==> config.mk <==
export PLATFORM = sky130hd
export DESIGN_NAME = watch_core_flat
export DESIGN_NICKNAME = d
export VERILOG_FILES = /design/src/rtl/watch_core_if.sv /design/src/rtl/watch_core.sv /design/src/flat_wrapper.sv
export SDC_FILE = /design/constraint.sdc
export NUM_CORES = 1
export LEC_CHECK = 0
export ABC_AREA = 1
export CAP_MARGIN = 20
export CORE_MARGIN = 2
export CORE_UTILIZATION = 40
export CTS_BUF_LIST = sky130_fd_sc_hd__clkbuf_16
export DETAILED_ROUTE_END_ITERATION = 8
export PLACE_DENSITY = 0.6
export SETUP_SLACK_MARGIN = 0.5
export SLEW_MARGIN = 5
export SYNTH_ARGS = -nofsm -noshare
export SYNTH_HDL_FRONTEND = slang
export SYNTH_SLANG_ARGS = --single-unit
export TNS_END_PERCENT = 100
==> constraint.sdc <==
create_clock -name clk -period 2.2 [get_ports clk]
set_clock_uncertainty 0.15 [all_clocks]
set_input_delay 0.55 -clock clk [delete_from_list [all_inputs] [get_ports clk]]
set_output_delay 0.55 -clock clk [all_outputs]
set_load 0.02 [all_outputs]
==> src/rtl/watch_core_if.sv <==
// rtl/watch_core_if.sv - control, load and display signals of the BCD time-of-day counter
interface watch_core_if;
  logic       start_resume;
  logic       stop;
  logic       set_time;
  logic [3:0] in_hr1, in_hr0, in_min1, in_min0, in_sec1, in_sec0;
  logic       in_pm;
  logic [3:0] hr1, hr0, min1, min0, sec1, sec0;
  logic       pm;
  logic       daypass;
  logic       running;
  logic       set_err;

  modport master (
    output start_resume, stop, set_time,
    output in_hr1, in_hr0, in_min1, in_min0, in_sec1, in_sec0, in_pm,
    input  hr1, hr0, min1, min0, sec1, sec0, pm, daypass, running, set_err
  );

  modport slave (
    input  start_resume, stop, set_time,
    input  in_hr1, in_hr0, in_min1, in_min0, in_sec1, in_sec0, in_pm,
    output hr1, hr0, min1, min0, sec1, sec0, pm, daypass, running, set_err
  );
endinterface

==> src/rtl/watch_core.sv <==
// rtl/watch_core.sv - BCD time-of-day counter with prescaler, 12/24h mode and validated load
module watch_core #(
  parameter int CLK_DIV   = 1,
  parameter int HOUR_MODE = 24,
  parameter int CNT_W     = 26
) (
  input logic         clk,
  input logic         reset,
  watch_core_if.slave w
);
  if (HOUR_MODE != 12 && HOUR_MODE != 24) begin : g_bad_mode
    $error("watch_core: HOUR_MODE must be 12 or 24");
  end
  if (CLK_DIV < 1 || (CNT_W < 32 && (64'(1) << CNT_W) < 64'(CLK_DIV))) begin : g_bad_div
    $error("watch_core: CLK_DIV out of range for CNT_W");
  end

  localparam bit               MODE12 = (HOUR_MODE == 12);
  localparam logic [CNT_W-1:0] LAST   = CNT_W'(CLK_DIV - 1);
  localparam logic [3:0]       RST_H1 = MODE12 ? 4'd1 : 4'd0;
  localparam logic [3:0]       RST_H0 = MODE12 ? 4'd2 : 4'd0;

  logic [CNT_W-1:0] cnt;
  logic [3:0] hr1, hr0, min1, min0, sec1, sec0;
  logic       pm, daypass, running, set_err;

  logic       tick, load_ok, day_wrap;
  logic       c_sec1, c_min0, c_min1, c_hr;
  logic [3:0] n_hr1, n_hr0, n_min1, n_min0, n_sec1, n_sec0;
  logic       n_pm;

  assign tick = running && (cnt == LAST);

  always_comb begin
    load_ok = (w.in_sec0 <= 4'd9) && (w.in_sec1 <= 4'd5) &&
              (w.in_min0 <= 4'd9) && (w.in_min1 <= 4'd5);
    if (MODE12)
      load_ok = load_ok && (((w.in_hr1 == 4'd0) && (w.in_hr0 != 4'd0) && (w.in_hr0 <= 4'd9)) ||
                            ((w.in_hr1 == 4'd1) && (w.in_hr0 <= 4'd2)));
    else
      load_ok = load_ok && (((w.in_hr1 <= 4'd1) && (w.in_hr0 <= 4'd9)) ||
                            ((w.in_hr1 == 4'd2) && (w.in_hr0 <= 4'd3)));
  end

  // Ripple carry through the digits; each stage only moves when all lower stages wrap.
  always_comb begin
    c_sec1   = (sec0 == 4'd9);
    c_min0   = c_sec1 && (sec1 == 4'd5);
    c_min1   = c_min0 && (min0 == 4'd9);
    c_hr     = c_min1 && (min1 == 4'd5);
    n_sec0   = c_sec1 ? 4'd0 : sec0 + 4'd1;
    n_sec1   = sec1;
    n_min0   = min0;
    n_min1   = min1;
    n_hr1    = hr1;
    n_hr0    = hr0;
    n_pm     = pm;
    day_wrap = 1'b0;
    if (c_sec1) n_sec1 = (sec1 == 4'd5) ? 4'd0 : sec1 + 4'd1;
    if (c_min0) n_min0 = (min0 == 4'd9) ? 4'd0 : min0 + 4'd1;
    if (c_min1) n_min1 = (min1 == 4'd5) ? 4'd0 : min1 + 4'd1;
    if (c_hr) begin
      if (MODE12 && hr1 == 4'd1 && hr0 == 4'd2) begin
        n_hr1 = 4'd0;
        n_hr0 = 4'd1;
      end else if (MODE12 && hr1 == 4'd1 && hr0 == 4'd1) begin
        n_hr0    = 4'd2;
        n_pm     = ~pm;
        day_wrap = pm;
      end else if (!MODE12 && hr1 == 4'd2 && hr0 == 4'd3) begin
        n_hr1    = 4'd0;
        n_hr0    = 4'd0;
        day_wrap = 1'b1;
      end else if (hr0 == 4'd9) begin
        n_hr1 = hr1 + 4'd1;
        n_hr0 = 4'd0;
      end else begin
        n_hr0 = hr0 + 4'd1;
      end
    end
  end

  always_ff @(posedge clk) begin
    if (!reset) begin
      {hr1, hr0}   <= {RST_H1, RST_H0};
      {min1, min0} <= 8'h00;
      {sec1, sec0} <= 8'h00;
      pm           <= 1'b0;
      cnt          <= '0;
      running      <= 1'b0;
      daypass      <= 1'b0;
      set_err      <= 1'b0;
    end else begin
      if (w.stop)              running <= 1'b0;
      else if (w.start_resume) running <= 1'b1;

      if (w.set_time && load_ok) begin
        // A valid load wins over a coincident tick and restarts the second.
        {hr1, hr0, min1, min0, sec1, sec0} <=
          {w.in_hr1, w.in_hr0, w.in_min1, w.in_min0, w.in_sec1, w.in_sec0};
        pm      <= MODE12 ? w.in_pm : 1'b0;
        cnt     <= '0;
        daypass <= 1'b0;
        set_err <= 1'b0;
      end else begin
        if (w.set_time) set_err <= 1'b1;
        daypass <= tick && day_wrap;
        if (running) cnt <= tick ? '0 : cnt + 1'b1;
        if (tick) begin
          {hr1, hr0, min1, min0, sec1, sec0} <= {n_hr1, n_hr0, n_min1, n_min0, n_sec1, n_sec0};
          pm <= MODE12 ? n_pm : 1'b0;
        end
      end
    end
  end

  assign w.hr1     = hr1;
  assign w.hr0     = hr0;
  assign w.min1    = min1;
  assign w.min0    = min0;
  assign w.sec1    = sec1;
  assign w.sec0    = sec0;
  assign w.pm      = pm;
  assign w.daypass = daypass;
  assign w.running = running;
  assign w.set_err = set_err;
endmodule

==> src/flat_wrapper.sv <==
// flat-port wrapper written by rule: the top's interface ports become plain ports
module watch_core_flat 
#(
  parameter int CLK_DIV   = 1,
  parameter int HOUR_MODE = 24,
  parameter int CNT_W     = 26
)
  (clk, reset, w_start_resume, w_stop, w_set_time, w_in_hr1, w_in_hr0, w_in_min1, w_in_min0, w_in_sec1, w_in_sec0, w_in_pm, w_hr1, w_hr0, w_min1, w_min0, w_sec1, w_sec0, w_pm, w_daypass, w_running, w_set_err);
  watch_core_if w_i ();
  input logic clk;
  input logic reset;
  input wire logic [$bits(w_i.start_resume)-1:0] w_start_resume;
  input wire logic [$bits(w_i.stop)-1:0] w_stop;
  input wire logic [$bits(w_i.set_time)-1:0] w_set_time;
  input wire logic [$bits(w_i.in_hr1)-1:0] w_in_hr1;
  input wire logic [$bits(w_i.in_hr0)-1:0] w_in_hr0;
  input wire logic [$bits(w_i.in_min1)-1:0] w_in_min1;
  input wire logic [$bits(w_i.in_min0)-1:0] w_in_min0;
  input wire logic [$bits(w_i.in_sec1)-1:0] w_in_sec1;
  input wire logic [$bits(w_i.in_sec0)-1:0] w_in_sec0;
  input wire logic [$bits(w_i.in_pm)-1:0] w_in_pm;
  output wire logic [$bits(w_i.hr1)-1:0] w_hr1;
  output wire logic [$bits(w_i.hr0)-1:0] w_hr0;
  output wire logic [$bits(w_i.min1)-1:0] w_min1;
  output wire logic [$bits(w_i.min0)-1:0] w_min0;
  output wire logic [$bits(w_i.sec1)-1:0] w_sec1;
  output wire logic [$bits(w_i.sec0)-1:0] w_sec0;
  output wire logic [$bits(w_i.pm)-1:0] w_pm;
  output wire logic [$bits(w_i.daypass)-1:0] w_daypass;
  output wire logic [$bits(w_i.running)-1:0] w_running;
  output wire logic [$bits(w_i.set_err)-1:0] w_set_err;
  assign w_i.start_resume = w_start_resume;
  assign w_i.stop = w_stop;
  assign w_i.set_time = w_set_time;
  assign w_i.in_hr1 = w_in_hr1;
  assign w_i.in_hr0 = w_in_hr0;
  assign w_i.in_min1 = w_in_min1;
  assign w_i.in_min0 = w_in_min0;
  assign w_i.in_sec1 = w_in_sec1;
  assign w_i.in_sec0 = w_in_sec0;
  assign w_i.in_pm = w_in_pm;
  assign w_hr1 = w_i.hr1;
  assign w_hr0 = w_i.hr0;
  assign w_min1 = w_i.min1;
  assign w_min0 = w_i.min0;
  assign w_sec1 = w_i.sec1;
  assign w_sec0 = w_i.sec0;
  assign w_pm = w_i.pm;
  assign w_daypass = w_i.daypass;
  assign w_running = w_i.running;
  assign w_set_err = w_i.set_err;
  watch_core #(.CLK_DIV(CLK_DIV), .HOUR_MODE(HOUR_MODE), .CNT_W(CNT_W)) u_core (.clk(clk), .reset(reset), .w(w_i));
endmodule
# [Word level (Yosys, flattened, before mapping)]
# Cells that the tools add are included.
[word_totals] latch_bits=0 regBits=53 memories=0 elab_cells=89 mem_bits_ro=0 mem_bits_rw=0
[op_classes] order_cmp=7 div=0 bitwise=1 shifts=0 addsub=7 n_mul=0 n_reduce_logical=28 n_mux=28 n_eq_ne=8
[op_table] cell="2-to-1 mux 4 bit" n=25
[op_table] cell="adder 26 x 1 -> 26 bit, second input constant" n=1
[op_table] cell="logical NOT 26 bit" n=1
[op_table] cell="2-to-1 mux 26 bit" n=1
[op_table] cell="adder 4 x 1 -> 4 bit, second input constant" n=6
[op_table] cell="logical AND 1 bit" n=13
[op_table] cell="== test 4 x 2 -> 1 bit, second input constant" n=3
[op_table] cell="== test 4 bit, second input constant" n=3
[op_table] cell="less-or-equal comparator 4 bit, second input constant" n=3
[op_table] cell="nonzero test 2 bit" n=5
[op_table] cell="== test 4 x 3 -> 1 bit, second input constant" n=2
[op_table] cell="less-or-equal comparator 4 x 3 -> 1 bit, second input constant" n=2
[op_table] cell="AND reduction 2 bit" n=4
[op_table] cell="less-or-equal comparator 4 x 1 -> 1 bit, second input constant" n=1
[op_table] cell="less-or-equal comparator 4 x 2 -> 1 bit, second input constant" n=1
[op_table] cell="OR reduction 2 bit" n=2
[op_table] cell="AND reduction 3 bit" n=1
[op_table] cell="nonzero test 3 bit" n=1
[op_table] cell="2-to-1 mux 1 bit" n=2
[op_table] cell="logical OR 1 bit" n=1
[op_table] cell="inverter 1 bit" n=1

# [Depth between registers and ports, before layout]
[logic_depth] depth_word=8 ltp_mapped=13 ltp_nobuf=11

# [Worst setup path after synthesis]
# No wires, ideal clock.
[synth_path] path_type="in2reg" from="in w_in_min0[1]" to="reg u_core.min0[2], in the netlist u_core.w.min0[2]" path_stages=10 arrival_time_ns=1.531 setup_time_ns=0.113 n_path_buf=2 path_slack_ns=0.406 path_cell_list="o21ai_0 > nand2_1 > nor2_1 > nand2_2 > buf_4 > buf_2 > nand3_1 > nand2_1 > nor2_1 > nor2_1"
[synth_via] elab_chain_cells=7 word_cells_on_any_way=9 cone_classes="order compare (1); mux (1); reduce/logical (7)"
[synth_lines] element="start: declaration" line="flat_wrapper.sv:18" text="input wire logic [$bits(w_i.in_min0)-1:0] w_in_min0;"
[synth_lines] element="less-or-equal comparator 4 bit (*)" line="watch_core.sv:36" text="(w.in_min0 <= 4'd9) && (w.in_min1 <= 4'd5);"
[synth_lines] element="logical AND 1 bit (*)" line="watch_core.sv:35" text="load_ok = (w.in_sec0 <= 4'd9) && (w.in_sec1 <= 4'd5) &&"
[synth_lines] element="logical AND 1 bit (*)" line="watch_core.sv:36"
[synth_lines] element="logical AND 1 bit (*)" line="watch_core.sv:41" text="load_ok = load_ok && (((w.in_hr1 <= 4'd1) && (w.in_hr0 <= 4'd9)) ||"
[synth_lines] element="logical AND 1 bit (*)" line="watch_core.sv:97" text="if (w.set_time && load_ok) begin"
[synth_lines] element="nonzero test 2 bit (no source line)"
[synth_lines] element="AND reduction 2 bit (no source line)"
[synth_lines] element="end signal: assignment" line="watch_core.sv:99" text="{hr1, hr0, min1, min0, sec1, sec0} <="
[synth_lines] element="end signal: assignment" line="watch_core.sv:110" text="{hr1, hr0, min1, min0, sec1, sec0} <= {n_hr1, n_hr0, n_min1, n_min0, n_sec1, n_sec0};"
[synth_lines] element="end: declaration" line="watch_core.sv:24" text="logic [3:0] hr1, hr0, min1, min0, sec1, sec0;"
# Mark *: on every way between the ends. The rest lies on a longest branch, timed or not.
# A chain may end at the register's enable or synchronous reset.

# [Worst setup path after layout]
[layout_path] from="in w_in_sec1[1]" to="reg u_core.hr0[3], in the netlist u_core.w.hr0[3]"
[layout_via] elab_chain_cells=8 word_cells_on_any_way=10 cone_classes="order compare (1); mux (1); reduce/logical (8)"
[layout_lines] element="start: declaration" line="flat_wrapper.sv:19" text="input wire logic [$bits(w_i.in_sec1)-1:0] w_in_sec1;"
[layout_lines] element="less-or-equal comparator 4 x 3 -> 1 bit (*)" line="watch_core.sv:35"
[layout_lines] element="logical AND 1 bit (*) (2 in series)" line="watch_core.sv:35"
[layout_lines] element="logical AND 1 bit (*)" line="watch_core.sv:36"
[layout_lines] element="logical AND 1 bit (*)" line="watch_core.sv:41"
[layout_lines] element="logical AND 1 bit (*)" line="watch_core.sv:97"
[layout_lines] element="nonzero test 2 bit (no source line)"
[layout_lines] element="AND reduction 2 bit (no source line)"
[layout_lines] element="end signal: assignment" line="watch_core.sv:85" text="{hr1, hr0} <= {RST_H1, RST_H0};"
[layout_lines] element="end signal: assignment" line="watch_core.sv:99"
[layout_lines] element="end signal: assignment" line="watch_core.sv:110"
[layout_lines] element="end: declaration" line="watch_core.sv:24"
# Marked as above.

==> qor.txt <==
Critical setup path kind -> input port to flip-flop
Core Rows -> 33
DRT Pass-1 Iters -> 4
Hold wc startpoint -> u_core.w.set_err$_SDFFE_PP0P_
Hold-critical path depth -> 2
Maximum VDD drop -> 0.000309 V
Cell count after synthesis -> 544
Period utilisation layout -> 81.3%
Slowest cell delay on critical path -> 0.17 ns
Commonest non-fill, non-tap cell in the layout -> nand2_1
Sequential-to-total area share from yosys stat -> 31.8%
Pleak -> 2.37 nW
Initial antenna violation count -> 0
Routed len/inst -> 13.6 microns
Htree depth -> 2
Crit path top cell by count -> nand2_2
Core box area -> 8130 sq um
Clock sink total -> 53
Antenna diode count -> 0
Max Cap Violations -> 0
Final ANT Viol Nets -> 0
Vias -> 3803
Largest net degree at the start of global routing -> 20
Achievable frequency -> 0.559 GHz
Initial Util -> 41.0%
I/O pin cnt -> 58
Placed Instances -> 717
Iteration-0 DRC Markers -> 124
CP Data Required Time -> 2.27 ns
Delay-heaviest family, CP -> buffers and inverters
CTS Root Cell -> clkbuf_16
Yosys warnings -> 0
Total grt overflow -> 0
TritonCTS clock tree -> built
Hold WC Path Type -> flip-flop to flip-flop
Final min period -> 1.79 ns
First-pass GRT wire length -> 16.0 mm
Vias in the first global route -> 3505
Nets@finish -> 691
Slew Viols, Final -> 0
Post-synth top area cell -> dfxtp_1
Layout cells sized above 1 -> 40.5%
Post-synth top flop -> dfxtp_1
Post-route insts no fill -> 760
Startpoint Class -> input port
Post-layout util -> 66.1%
Post-synthesis async set-or-reset flop share -> 0%
Commonest non-fill, non-tap cells in the layout -> nand2_1 (105), nor2_1 (87), inv_1 (52)
Worst setup margin -> 0.412 ns
R2r startpoint -> u_core.cnt[1]$_SDFFE_PP0P_
Worst Hold Path EP -> u_core.w.set_err$_SDFFE_PP0P_
Die Wd -> 95.4 microns
Multi-input logic area -> 2470 sq um
Top post-synthesis cells by area -> dfxtp_1 (32%), nand2_1 (17%), nor2_1 (11%)
Die ar. -> 9090 sq um
FF+latch count, synth -> 53
Fill cells -> 676
Syn nets -> 580
Die Ht -> 95.4 microns
Status -> finished clean
Setup TNS -> 0 ns
# DRC -> 0
Critical Path Fanout Max -> 8
Critical Path Sink Type -> flip-flop
Arrival time worst endpoint -> 1.86 ns
FF-to-FF setup slack -> 0.42 ns
Routed WL -> 10.3 mm
Worst Path Buf+Inv -> 5
Yosys cell types -> 34
RePlAce Congestion -> 0.821
Reg clk slew, reported paths -> 0.07 ns
Worst path cell trace -> buf_8, nand2_4, inv_4, nor2_4, nand2_2, nor2_2, nand2_2, buf_12, buf_12, buf_16, o21ai_4, nand2_2, a21oi_2
RSZ-0062 raised after global routing -> true
Top-area cell type share of the netlist area -> 31.8%
EDFF count, synth -> 0
Worst r2r path cells -> 12
Crit-path slowest cell -> buf_12
Routed vias/inst -> 5.00
Mapped Area -> 3340 sq um
Sequential Area -> 1100 sq um
Final hold slack -> 0.348 ns
Hold_buf cts -> 0
Clock Tree Buf Depth -> 2
Pre-CTS WS -> -0.517 ns
Number of buffers created by CTS -> 5
Final Hold Viols -> 0
Total global-route track usage -> 22.1%
Layout overhead on the synthesized area -> 61.1%
Avg Inst Size Synth -> 6.14 sq um
PwrDens -> 395 nW/um^2
Reg-to-Reg End -> u_core.w.hr1[1]$_SDFFE_PN0P_
Clk_lat worst skew -> 0.29 ns
Final setup vio count -> 0
Hpwl dp -> 6.41 mm
I/O Buffers -> 55
[timing repair]
| item | in CTS | in global routing |
|---|---|---|
| buffers inserted | 21 | 9 |
| setup endpoints to repair | 80 | 58 |
| gates cloned | 5 | 1 |
| resized for setup | 255 | 113 |
| pin swaps | 50 | 39 |
[metrics by stage]
step	cell area (sq um)	total power, mW
6_report	5380	2.12
5_1_grt	5380	2.19
4_1_cts	4970	2.11
3_5_place_dp	4170	1.18
3_3_place_gp	4170	1.17
2_1_floorplan	3390	1.07
[area by class of cell]
class                      instances  area share [%]
clock buffer                       5            2.33
clock inverter                     2           0.652
inverter                          69            5.28
multi-input combinational        410            45.9
sequential                        53            20.4
tap                              105            2.44
timing repair buffer             116            23.0
[sequential cells by signal, indices dropped and copies added, names as in the netlist]
register	flops
u_core.cnt	26
u_core.w.min1	4
u_core.w.set_err	1
u_core.w.min0	4
u_core.w.daypass	1
u_core.w.hr0	4
u_core.w.hr1	4
u_core.w.running	1
u_core.w.sec0	4
u_core.w.sec1	4
[per-layer routing]
metal / GRT usage, % / share of wire (%) / up-vias
met2: 39.7 / 50 / 94
met3: 3.24 / 3.8 / 18
met4: 6.16 / 2.3 / 0
li1: - / - / 1938
met1: 27.5 / 43 / 1753
met5: 0 / 0 / -
[worst min-delay path: stages, from the launching register on]
cell and delay, ns:
dfxtp_1 0.31, nor2_1 0.09, nor2_1 0.05
[where the power goes]
group | switching [mW] | internal [mW]
Sequential | 0.00762 | 0.962
Combinational | 0.129 | 0.137
Clock | 0.357 | 0.529
[logic make-up after synthesis]
kind of cell	synth area share, %
other cells	0.112
buf+inv	10.4
simple gates	43.1
compound gates	8.66
fa+ha+maj	2.25
xor+xnor	3.67
flops	31.8
[synthesized netlist by cell type, types with 4 or more instances]
master     n
buf_2      6
nand2_1  149
ha_1       6
nand3_1   48
dfxtp_1   53
nor2_1   100
nor3_1    13
xor2_1    12
inv_1     64
nand4_1    4
o21ai_0   27
a21oi_1   25
[worst max path at each step]
stage	end	from	depth (start not counted)	slack, ns
floorplan	u_core.w.hr1[3]$_SDFFE_PN0P_	w_in_sec1[2]	12	0.46
global placement	u_core.cnt[11]$_SDFFE_PP0P_	w_in_sec1[2]	11	-0.49
detailed placement	u_core.cnt[19]$_SDFFE_PP0P_	w_in_sec1[2]	11	-0.52
CTS	u_core.w.hr1[2]$_SDFFE_PN0P_	u_core.cnt[1]$_SDFFE_PP0P_	12	0.42
global route	u_core.w.hr1[2]$_SDFFE_PN0P_	u_core.w.sec1[3]$_SDFFE_PN0P_	10	0.32
finish	u_core.w.hr0[3]$_SDFFE_PN0P_	w_in_sec1[1]	13	0.41
No activity file was read; power rests on OpenSTA's default activity.
